==> config.mk <==
export PLATFORM = sky130hd
export DESIGN_NAME = regs_wport_arb_flat
export DESIGN_NICKNAME = d
export VERILOG_FILES = /design/src/rtl/regs_pkg.sv /design/src/rtl/regs_wport_arb_if.sv /design/src/rtl/regs_scoreboard.sv /design/src/rtl/regs_wport_arb.sv /design/src/flat_wrapper.sv
export SDC_FILE = /design/constraint.sdc
export NUM_CORES = 1
export LEC_CHECK = 0
export CORE_MARGIN = 2
export CORE_UTILIZATION = 49
export CTS_BUF_LIST = sky130_fd_sc_hd__clkbuf_4 sky130_fd_sc_hd__clkbuf_8
export DETAILED_ROUTE_END_ITERATION = 8
export PLACE_DENSITY = 0.95
export SLEW_MARGIN = 20
export SYNTH_ARGS = -nofsm -noshare
export SYNTH_HDL_FRONTEND = slang
export SYNTH_SLANG_ARGS = --single-unit
export TNS_END_PERCENT = 5
==> constraint.sdc <==
create_clock -name clk -period 2.9 [get_ports clk]
set_input_delay 0.58 -clock clk [delete_from_list [all_inputs] [get_ports clk]]
set_output_delay 0.58 -clock clk [all_outputs]
set_load 0.02 [all_outputs]
==> src/rtl/regs_pkg.sv <==
// Shared register-file constants, types and helpers used by the write-port arbiter
// and its pending-load scoreboard.
package regs_pkg;

  localparam int unsigned REG_AW         = 5;
  localparam int unsigned XLEN           = 32;
  localparam int unsigned NREGS          = 32;
  localparam int unsigned STARVE_MAX_DEF = 3;

  typedef logic [REG_AW-1:0] reg_addr_t;
  typedef logic [XLEN-1:0]   reg_data_t;

  typedef enum logic [1:0] {
    GntNone,
    GntEx,
    GntMem
  } gnt_e;

  typedef struct packed {
    logic      wen;
    reg_addr_t waddr;
    reg_data_t wdata;
  } wr_port_t;

  function automatic logic [NREGS-1:0] addr_mask(input reg_addr_t addr);
    logic [NREGS-1:0] mask;
    mask       = '0;
    mask[addr] = 1'b1;
    return mask;
  endfunction

endpackage

==> src/rtl/regs_wport_arb_if.sv <==
// Bundle of EX/load-return write requests, load-pending hooks, ID source queries
// and the single register-file write port.
interface regs_wport_arb_if;
  import regs_pkg::*;

  logic      ex_valid;
  reg_addr_t ex_waddr;
  reg_data_t ex_wdata;
  logic      ex_ready;

  logic      mem_valid;
  reg_addr_t mem_waddr;
  reg_data_t mem_wdata;
  logic      mem_ready;

  logic      pend_set;
  reg_addr_t pend_addr;

  reg_addr_t rs1_addr;
  reg_addr_t rs2_addr;
  logic      stall_o;

  logic      reg_wen;
  reg_addr_t reg_waddr;
  reg_data_t reg_wdata;

  modport slave (
    input  ex_valid, ex_waddr, ex_wdata,
    input  mem_valid, mem_waddr, mem_wdata,
    input  pend_set, pend_addr, rs1_addr, rs2_addr,
    output ex_ready, mem_ready, stall_o,
    output reg_wen, reg_waddr, reg_wdata
  );

  modport master (
    output ex_valid, ex_waddr, ex_wdata,
    output mem_valid, mem_waddr, mem_wdata,
    output pend_set, pend_addr, rs1_addr, rs2_addr,
    input  ex_ready, mem_ready, stall_o,
    input  reg_wen, reg_waddr, reg_wdata
  );

endinterface

==> src/rtl/regs_scoreboard.sv <==
// Pending-load scoreboard: one bit per architectural register, set on load issue and
// cleared one cycle after the load's write reaches the write port. REGS_ARB_FWD_EN
// hides a pending bit while its clearing write is on the port (relies on RF bypass).
module regs_scoreboard
  import regs_pkg::*;
(
  input  logic      clk,
  input  logic      rst,
  input  logic      set_en,
  input  reg_addr_t set_addr,
  input  logic      clr_en,
  input  reg_addr_t clr_addr,
  input  reg_addr_t rs1_addr,
  input  reg_addr_t rs2_addr,
  output logic      stall
);

  logic [NREGS-1:0] pend_q, pend_d;
  logic [NREGS-1:0] set_mask, clr_mask;
  logic             set_hit;
  logic             clr_q, clr_d;
  reg_addr_t        clr_addr_q;
  logic             hit1, hit2;

  assign set_hit = set_en && (set_addr != '0);

  // A load returning to the register a new load is issuing to keeps the bit set, so
  // the clear is dropped here rather than delayed into a later conflict.
  assign clr_d = clr_en && (clr_addr != '0) && !(set_hit && (set_addr == clr_addr));

  always_comb begin
    set_mask  = set_hit ? addr_mask(set_addr) : '0;
    clr_mask  = clr_q ? addr_mask(clr_addr_q) : '0;
    pend_d    = (pend_q & ~clr_mask) | set_mask;
    pend_d[0] = 1'b0;
  end

  always_ff @(posedge clk) begin
    if (!rst) begin
      pend_q     <= '0;
      clr_q      <= 1'b0;
      clr_addr_q <= '0;
    end else begin
      pend_q     <= pend_d;
      clr_q      <= clr_d;
      clr_addr_q <= clr_addr;
    end
  end

  always_comb begin
    hit1 = pend_q[rs1_addr];
    hit2 = pend_q[rs2_addr];
`ifdef REGS_ARB_FWD_EN
    if (clr_q && (clr_addr_q == rs1_addr)) hit1 = 1'b0;
    if (clr_q && (clr_addr_q == rs2_addr)) hit2 = 1'b0;
`endif
    stall = hit1 || hit2;
  end

endmodule

==> src/rtl/regs_wport_arb.sv <==
// Register-file write-port arbiter: load returns beat EX writebacks unless EX has
// starved for STARVE_MAX cycles; optional REGS_ARB_FWD_EN relaxes the load-use stall.
module regs_wport_arb
  import regs_pkg::*;
#(
  parameter int unsigned STARVE_MAX = STARVE_MAX_DEF
) (
  input logic             clk,
  input logic             rst,
  regs_wport_arb_if.slave bus
);

  localparam int unsigned CntW = (STARVE_MAX < 1) ? 1 : $clog2(STARVE_MAX + 1);
  localparam logic [CntW-1:0] CntMax = CntW'(STARVE_MAX);

  logic [CntW-1:0] starve_q, starve_d;
  logic            ex_starved;
  gnt_e            gnt;
  logic            mem_xfer;
  wr_port_t        wr_q, wr_d;
  logic            sb_stall;

  assign ex_starved = (starve_q == CntMax);

  always_comb begin
    gnt = GntNone;
    if (bus.ex_valid && (!bus.mem_valid || ex_starved)) begin
      gnt = GntEx;
    end else if (bus.mem_valid) begin
      gnt = GntMem;
    end
    if (!rst) gnt = GntNone;
  end

  assign bus.ex_ready  = (gnt == GntEx);
  assign bus.mem_ready = (gnt == GntMem);
  assign mem_xfer      = (gnt == GntMem);

  always_comb begin
    starve_d = starve_q;
    if (!bus.ex_valid || (gnt == GntEx)) begin
      starve_d = '0;
    end else if (!ex_starved) begin
      starve_d = starve_q + 1'b1;
    end
  end

  // Writes to x0 are accepted but never reach the port; data is zeroed with them.
  always_comb begin
    wr_d = '0;
    unique case (gnt)
      GntEx: begin
        if (bus.ex_waddr != '0) begin
          wr_d.wen   = 1'b1;
          wr_d.waddr = bus.ex_waddr;
          wr_d.wdata = bus.ex_wdata;
        end
      end
      GntMem: begin
        if (bus.mem_waddr != '0) begin
          wr_d.wen   = 1'b1;
          wr_d.waddr = bus.mem_waddr;
          wr_d.wdata = bus.mem_wdata;
        end
      end
      default: ;
    endcase
  end

  always_ff @(posedge clk) begin
    if (!rst) begin
      starve_q <= '0;
      wr_q     <= '0;
    end else begin
      starve_q <= starve_d;
      wr_q     <= wr_d;
    end
  end

  assign bus.reg_wen   = wr_q.wen;
  assign bus.reg_waddr = wr_q.waddr;
  assign bus.reg_wdata = wr_q.wdata;

  regs_scoreboard u_scoreboard (
    .clk      (clk),
    .rst      (rst),
    .set_en   (bus.pend_set),
    .set_addr (bus.pend_addr),
    .clr_en   (mem_xfer),
    .clr_addr (bus.mem_waddr),
    .rs1_addr (bus.rs1_addr),
    .rs2_addr (bus.rs2_addr),
    .stall    (sb_stall)
  );

  assign bus.stall_o = rst && sb_stall;

endmodule

==> src/flat_wrapper.sv <==
// flat-port wrapper written by rule: the top's interface ports become plain ports
module regs_wport_arb_flat import regs_pkg::*;
#(
  parameter int unsigned STARVE_MAX = STARVE_MAX_DEF
)
  (clk, rst, bus_ex_valid, bus_ex_waddr, bus_ex_wdata, bus_mem_valid, bus_mem_waddr, bus_mem_wdata, bus_pend_set, bus_pend_addr, bus_rs1_addr, bus_rs2_addr, bus_ex_ready, bus_mem_ready, bus_stall_o, bus_reg_wen, bus_reg_waddr, bus_reg_wdata);
  regs_wport_arb_if bus_i ();
  input logic clk;
  input logic rst;
  input wire logic [$bits(bus_i.ex_valid)-1:0] bus_ex_valid;
  input wire logic [$bits(bus_i.ex_waddr)-1:0] bus_ex_waddr;
  input wire logic [$bits(bus_i.ex_wdata)-1:0] bus_ex_wdata;
  input wire logic [$bits(bus_i.mem_valid)-1:0] bus_mem_valid;
  input wire logic [$bits(bus_i.mem_waddr)-1:0] bus_mem_waddr;
  input wire logic [$bits(bus_i.mem_wdata)-1:0] bus_mem_wdata;
  input wire logic [$bits(bus_i.pend_set)-1:0] bus_pend_set;
  input wire logic [$bits(bus_i.pend_addr)-1:0] bus_pend_addr;
  input wire logic [$bits(bus_i.rs1_addr)-1:0] bus_rs1_addr;
  input wire logic [$bits(bus_i.rs2_addr)-1:0] bus_rs2_addr;
  output wire logic [$bits(bus_i.ex_ready)-1:0] bus_ex_ready;
  output wire logic [$bits(bus_i.mem_ready)-1:0] bus_mem_ready;
  output wire logic [$bits(bus_i.stall_o)-1:0] bus_stall_o;
  output wire logic [$bits(bus_i.reg_wen)-1:0] bus_reg_wen;
  output wire logic [$bits(bus_i.reg_waddr)-1:0] bus_reg_waddr;
  output wire logic [$bits(bus_i.reg_wdata)-1:0] bus_reg_wdata;
  assign bus_i.ex_valid = bus_ex_valid;
  assign bus_i.ex_waddr = bus_ex_waddr;
  assign bus_i.ex_wdata = bus_ex_wdata;
  assign bus_i.mem_valid = bus_mem_valid;
  assign bus_i.mem_waddr = bus_mem_waddr;
  assign bus_i.mem_wdata = bus_mem_wdata;
  assign bus_i.pend_set = bus_pend_set;
  assign bus_i.pend_addr = bus_pend_addr;
  assign bus_i.rs1_addr = bus_rs1_addr;
  assign bus_i.rs2_addr = bus_rs2_addr;
  assign bus_ex_ready = bus_i.ex_ready;
  assign bus_mem_ready = bus_i.mem_ready;
  assign bus_stall_o = bus_i.stall_o;
  assign bus_reg_wen = bus_i.reg_wen;
  assign bus_reg_waddr = bus_i.reg_waddr;
  assign bus_reg_wdata = bus_i.reg_wdata;
  regs_wport_arb #(.STARVE_MAX(STARVE_MAX)) u_core (.clk(clk), .rst(rst), .bus(bus_i));
endmodule
* After elaboration in Yosys (flattened, before gate mapping)
Index checks and enable logic that the tools add are counted.
** Cells by class
- Multiplexer cells :: 16
- Reduce and logical (&&, ||, !) cells :: 18
- Order comparisons :: 6
- Equality and inequality tests :: 4
- Add/sub/neg operators :: 1
- Bitwise operators :: 4
** Operator list (count)
- 2-to-1 mux 38 bit :: 2
- one-hot mux 38 bit (2 select lines) :: 1
- 2-to-1 mux 32 bit :: 2
- bitwise AND 32 bit :: 1
- NOT 32 bit :: 1
- bitwise OR 32 bit :: 1
- less-than comparator 5 x 6 -> 1 bit (second input constant) :: 4
- nonzero test 5 bit :: 3
- binary-select mux 1 bit (select 5 bit) :: 2
- demux 1 bit (select 5 bit) :: 2
- >= comparator 5 x 1 -> 1 bit (second input constant) :: 2
- logical AND 1 bit :: 8
- 2-to-1 mux 2 bit :: 3
- == test 5 bit :: 1
- == test 2 bit (second input constant) :: 2
- 2-to-1 mux 1 bit :: 4
- logical NOT 1 bit :: 3
- logical OR 1 bit :: 3
- adder 2 x 1 -> 2 bit (second input constant) :: 1
- == test 2 x 1 -> 1 bit (second input constant) :: 1
- OR reduction 2 bit :: 1
- NOT 1 bit :: 1
** Word-level totals
- Register bits :: 78
- Output and inout bits :: 41

* Depth between registers and ports, before layout
- Depth in word-level cells :: 8
- Mapped depth :: 10
- Depth with buffers taken out :: 8

* Modules after synthesis
From an unflattened synthesis, not the netlist that was laid out.
** Unflattened totals
- Cell total of the unflattened synthesis :: 408
- Area, all modules :: 3736.1 um^2
** Modules (own cells, without submodules)
- regs_scoreboard :: area an instance 2134.5 um^2, instances 1, cells an instance 226
- regs_wport_arb :: area an instance 1601.5 um^2, instances 1, cells an instance 182

* Least setup slack after synthesis
OpenSTA, ideal clock, no wires.
- Path kind :: input port to output port
- Start :: input bus_rs1_addr[0]
- End :: output bus_stall_o
- Slack :: 0.495 ns
- Cell stages on the path :: 6
- Arrival :: 1.825 ns
- Path buffers :: 1
- Path through :: buf_4 mux4_2 o31ai_1 a21oi_1 o211ai_1 nand3_1
** On the way
- Cells in the longest elaborated chain, start to end :: 4
** RTL lines
- from (decl) :: line flat_wrapper.sv:18 : input wire logic [$bits(bus_i.rs1_addr)-1:0] bus_rs1_addr;
- binary-select mux 1 bit (select 5 bit) :: line regs_scoreboard.sv:51 : hit1 = pend_q[rs1_addr];
- 2-to-1 mux 1 bit (not written as such) :: line regs_scoreboard.sv:51
- logical OR 1 bit :: line regs_scoreboard.sv:57 : stall = hit1 || hit2;
- logical AND 1 bit :: line regs_wport_arb.sv:96 : assign bus.stall_o = rst && sb_stall;
- to (decl) :: line flat_wrapper.sv:22 : output wire logic [$bits(bus_i.stall_o)-1:0] bus_stall_o;
No other way between the ends. The select of a mux whose other input is x is not followed.

* Worst setup path after layout
- Start :: input bus_rs1_addr[2]
- End :: output bus_stall_o
Same word-level chain as after synthesis.

==> results.md <==
* Outcome: finished, final reports clean
* Fmax achieved at roughly 0.35 GHz
* Share of layout cells above drive strength 1 at 0.121
* Internal at 1810 uW
* Syn. warnings at 0
* Commonest cells after routing, fill and taps aside: clkdlybuf4s50_1, dfxtp_1, nor2_1
* CTS H-tree depth at 3
* Area Overhead vs Synth at 48.4%
* Initial antenna violation count at 0
* Main synth FF type: dfxtp_1
* Post-Syn Area at 3580 sq um
* Iteration-0 DRC Markers at 288
* Die area at ~8000 sq um
* Clock latency on the worst-skew pair at 0.35 ns
* Cell variety after synth at 41
* Synth Area in Compound Gates at 0.228
* Clk_skew at 0.00859 ns
* Hold Path Class: reg2reg
* Routed via count at 3569
* Antenna cells at 0
* Max-slew violation count at 0
* Area post-placement at a little over 5000 sq um
* Die span in y at 89.5 um
* CTS Sinks at 77
* Comb pwr share at 0.160
* Core ar. at roughly 7000 sq um
* Max FO, Critical Path at 9
* TritonCTS clock tree: yes
* Switching portion of total power at 0.250
* Row cnt at 31
* Setup crit end kind: primary output
* R2r worst-path depth at 10
* Io pins at 135
* Max-cap violation count at 0
* Initial core utilization at 0.499
* Clock Tree Buf Depth at 2
* Worst-Margin Slew at 0.666 ns
* Final ANT Viol Nets at 0
* Final instance area at about 5300 sq um
* Die Wd at 89.5 um
* Syn nets at 475
* Post-synth EDFFs at 0
* Synth Register Bits at 77
* Pwr Density at 454 nW/um^2
* Root Driver: clkbuf_8
* Drt drc at 0
* Worst EP required at 2.32 ns
* Asr flop ratio synth at 0
* Avg Synthesized Cell Area at 9.48 sq um
* Net count, final at 613
* RD Place Congestion at between 0.8 and 0.9
* Pre-CTS setup slack at -0.485 ns
* GRT overflow at 0
* Largest family of logic cells by synthesized area: compound AO/OA/AOI/OAI gates
* Final setup fails at 0
* WS Path Type: in2out
* Largest net degree at the start of global routing at 39
* Multiplexer area fraction after synthesis at 0.111
* Num CTS Buffers at 9
* Final Hold Vio Count at 0
* Average wire per standard cell at 18.9 um
* R2R setup slack at 0.73 ns
* Routed WL at 11.7 mm
* Total GRT Usage at 0.297
* Dpl hpwl at 8.41 mm
* Vias in the first global route at around 3600
* Adder-Cell Fraction of Synth Area at 0.0105
* Final setup margin at 0.0831 ns
* Worst ir drop on vdd at 0.364 mV
* RSZ-0062 raised after global routing: false
* Hold path cells at 2
* Input/output buffers at roughly 130
* Synth Area in Simple Gates at 0.165
* Gate count after technology mapping at approximately 380
* Via density at 5.76
* Commonest non-fill, non-tap cell in the layout: clkdlybuf4s50_1
* Tmin final at 2.82 ns
* Final period util at 0.971
* Static power due to leakage at between 0.0015 and 0.002 uW
* NetSw at between 600 and 700 uW
* First-pass GRT wire length at about 18 mm
* Relative slew slack at 0.555
* Clock power frac at 0.387
* Crit path DAT at between 2 and 2.5 ns
* Flop pwr share at 0.453
* Xor and xnor area share after synthesis at 0.0122
* Clock transition at the registers of the reported paths at 0.08 ns
* CP Launch Type: input port
* First-pass DRT Iterations at 6
* Register area share after synthesis at 0.430
## state kept, by name, summed over array words and instances, names as in the netlist
signal	count
u_core.bus.reg_wdata	32
u_core.u_scoreboard.pend_q	31
u_core.bus.reg_waddr	5
u_core.u_scoreboard.clr_addr_q	5
u_core.starve_q	2
u_core.bus.reg_wen	1
u_core.u_scoreboard.clr_q	1
## cells by family (layout without fill, tap and decap cells)
logic type      after synthesis  after routing
simple gates                127            127
fa+ha+maj                     3              3
xor+xnor                      5              5
compound gates              114            114
buf+inv                      30            173
flops                        77             77
mux                          22             22
## layer usage
metal  global-route usage  part of all wire  up-vias
li1                     -                 -     1636
met1                0.333              0.37     1723
met2                0.537              0.52      183
met3               0.0803             0.078       27
met4                0.114             0.034        0
met5                    0                 0        -
## synth_stat cells, types with 2 or more instances
cell type | number | area [sq um]
a21boi_0 | 31 | 233
a21o_1 | 2 | 15.0
mux2i_1 | 7 | 70.1
buf_1 | 2 | 7.51
nor3_1 | 4 | 20.0
o21ai_0 | 32 | 160
a21oi_1 | 5 | 25.0
and3b_1 | 2 | 17.5
nor3b_1 | 7 | 52.6
nand3b_1 | 5 | 37.5
a22oi_2 | 10 | 125
a22oi_1 | 27 | 203
nor2_1 | 47 | 176
mux4_2 | 14 | 315
nand2_1 | 41 | 154
or3b_2 | 2 | 17.5
nand3_1 | 6 | 30.0
and2_1 | 5 | 31.3
clkbuf_1 | 15 | 56.3
or4_1 | 2 | 15.0
and3_1 | 2 | 12.5
ha_1 | 3 | 37.5
buf_6 | 3 | 33.8
buf_2 | 3 | 15.0
xnor2_1 | 4 | 35.0
dfxtp_1 | 77 | 1540
inv_1 | 5 | 18.8
o21a_1 | 2 | 15.0
## critical path, stage by stage
cell and delay [ns]:
clkdlybuf4s50_1 0.49, buf_6 0.15, mux4_2 0.30, o31ai_1 0.23
a21oi_1 0.07, o211ai_1 0.18, nand3_1 0.11, buf_6 0.14
## stage by stage
step / hold slack, ns / TNS (ns) / instances / utilization / power [uW]
2_1_floorplan: 0.464 / 0 / 378 / - / 1280
3_5_place_dp: 0.498 / -0.493 / 603 / 0.706 / 1490
6_report: 0.507 / 0 / 620 / 0.741 / 2410
3_3_place_gp: 0.486 / -0.446 / 603 / 0.706 / 1480
5_1_grt: 0.529 / 0 / 620 / 0.741 / 2500
4_1_cts: 0.509 / 0 / 620 / 0.740 / 2420
## final timing paths
path                                                          startpoint                                        to
worst max-delay path                                     bus_rs1_addr[2]                               bus_stall_o
worst min-delay path            u_core.u_scoreboard.pend_q[6]$_SDFF_PN0_  u_core.u_scoreboard.pend_q[6]$_SDFF_PN0_
worst max register to register           u_core.starve_q[0]$_SDFFE_PP0N_       u_core.bus.reg_wdata[25]$_SDFF_PN0_
worst min register to register  u_core.u_scoreboard.pend_q[6]$_SDFF_PN0_  u_core.u_scoreboard.pend_q[6]$_SDFF_PN0_
## power groups by stage
| stage | combinational (uW) | clock (uW) | sequential [uW] |
|---|---|---|---|
| after detailed placement | 373 | 0 | 1120 |
| final | 385 | 935 | 1090 |
| after CTS | 382 | 941 | 1090 |
| after global routing | 409 | 997 | 1100 |
| after floorplan | 154 | 0 | 1130 |
| after global placement | 362 | 0 | 1120 |
## repair_timing
| item | in CTS | in global routing |
|---|---|---|
| setup buffers | 1 | 0 |
| pin swaps | 3 | 0 |
| resized for setup | 12 | 2 |
| hold buffers | 0 | 0 |
| setup endpoints to repair | 2 | 2 |
## area by class of cell
class / count / area (sq um)
Multi-Input combinational cell: 271 / 1890
Fill cell: 443 / 1860
Sequential cell: 77 / 1540
Timing Repair Buffer: 152 / 1510
Clock buffer: 10 / 138
Tap cell: 99 / 124
Clock inverter: 6 / 93.8
Inverter: 5 / 18.8
(Power assumes the default switching activity.)
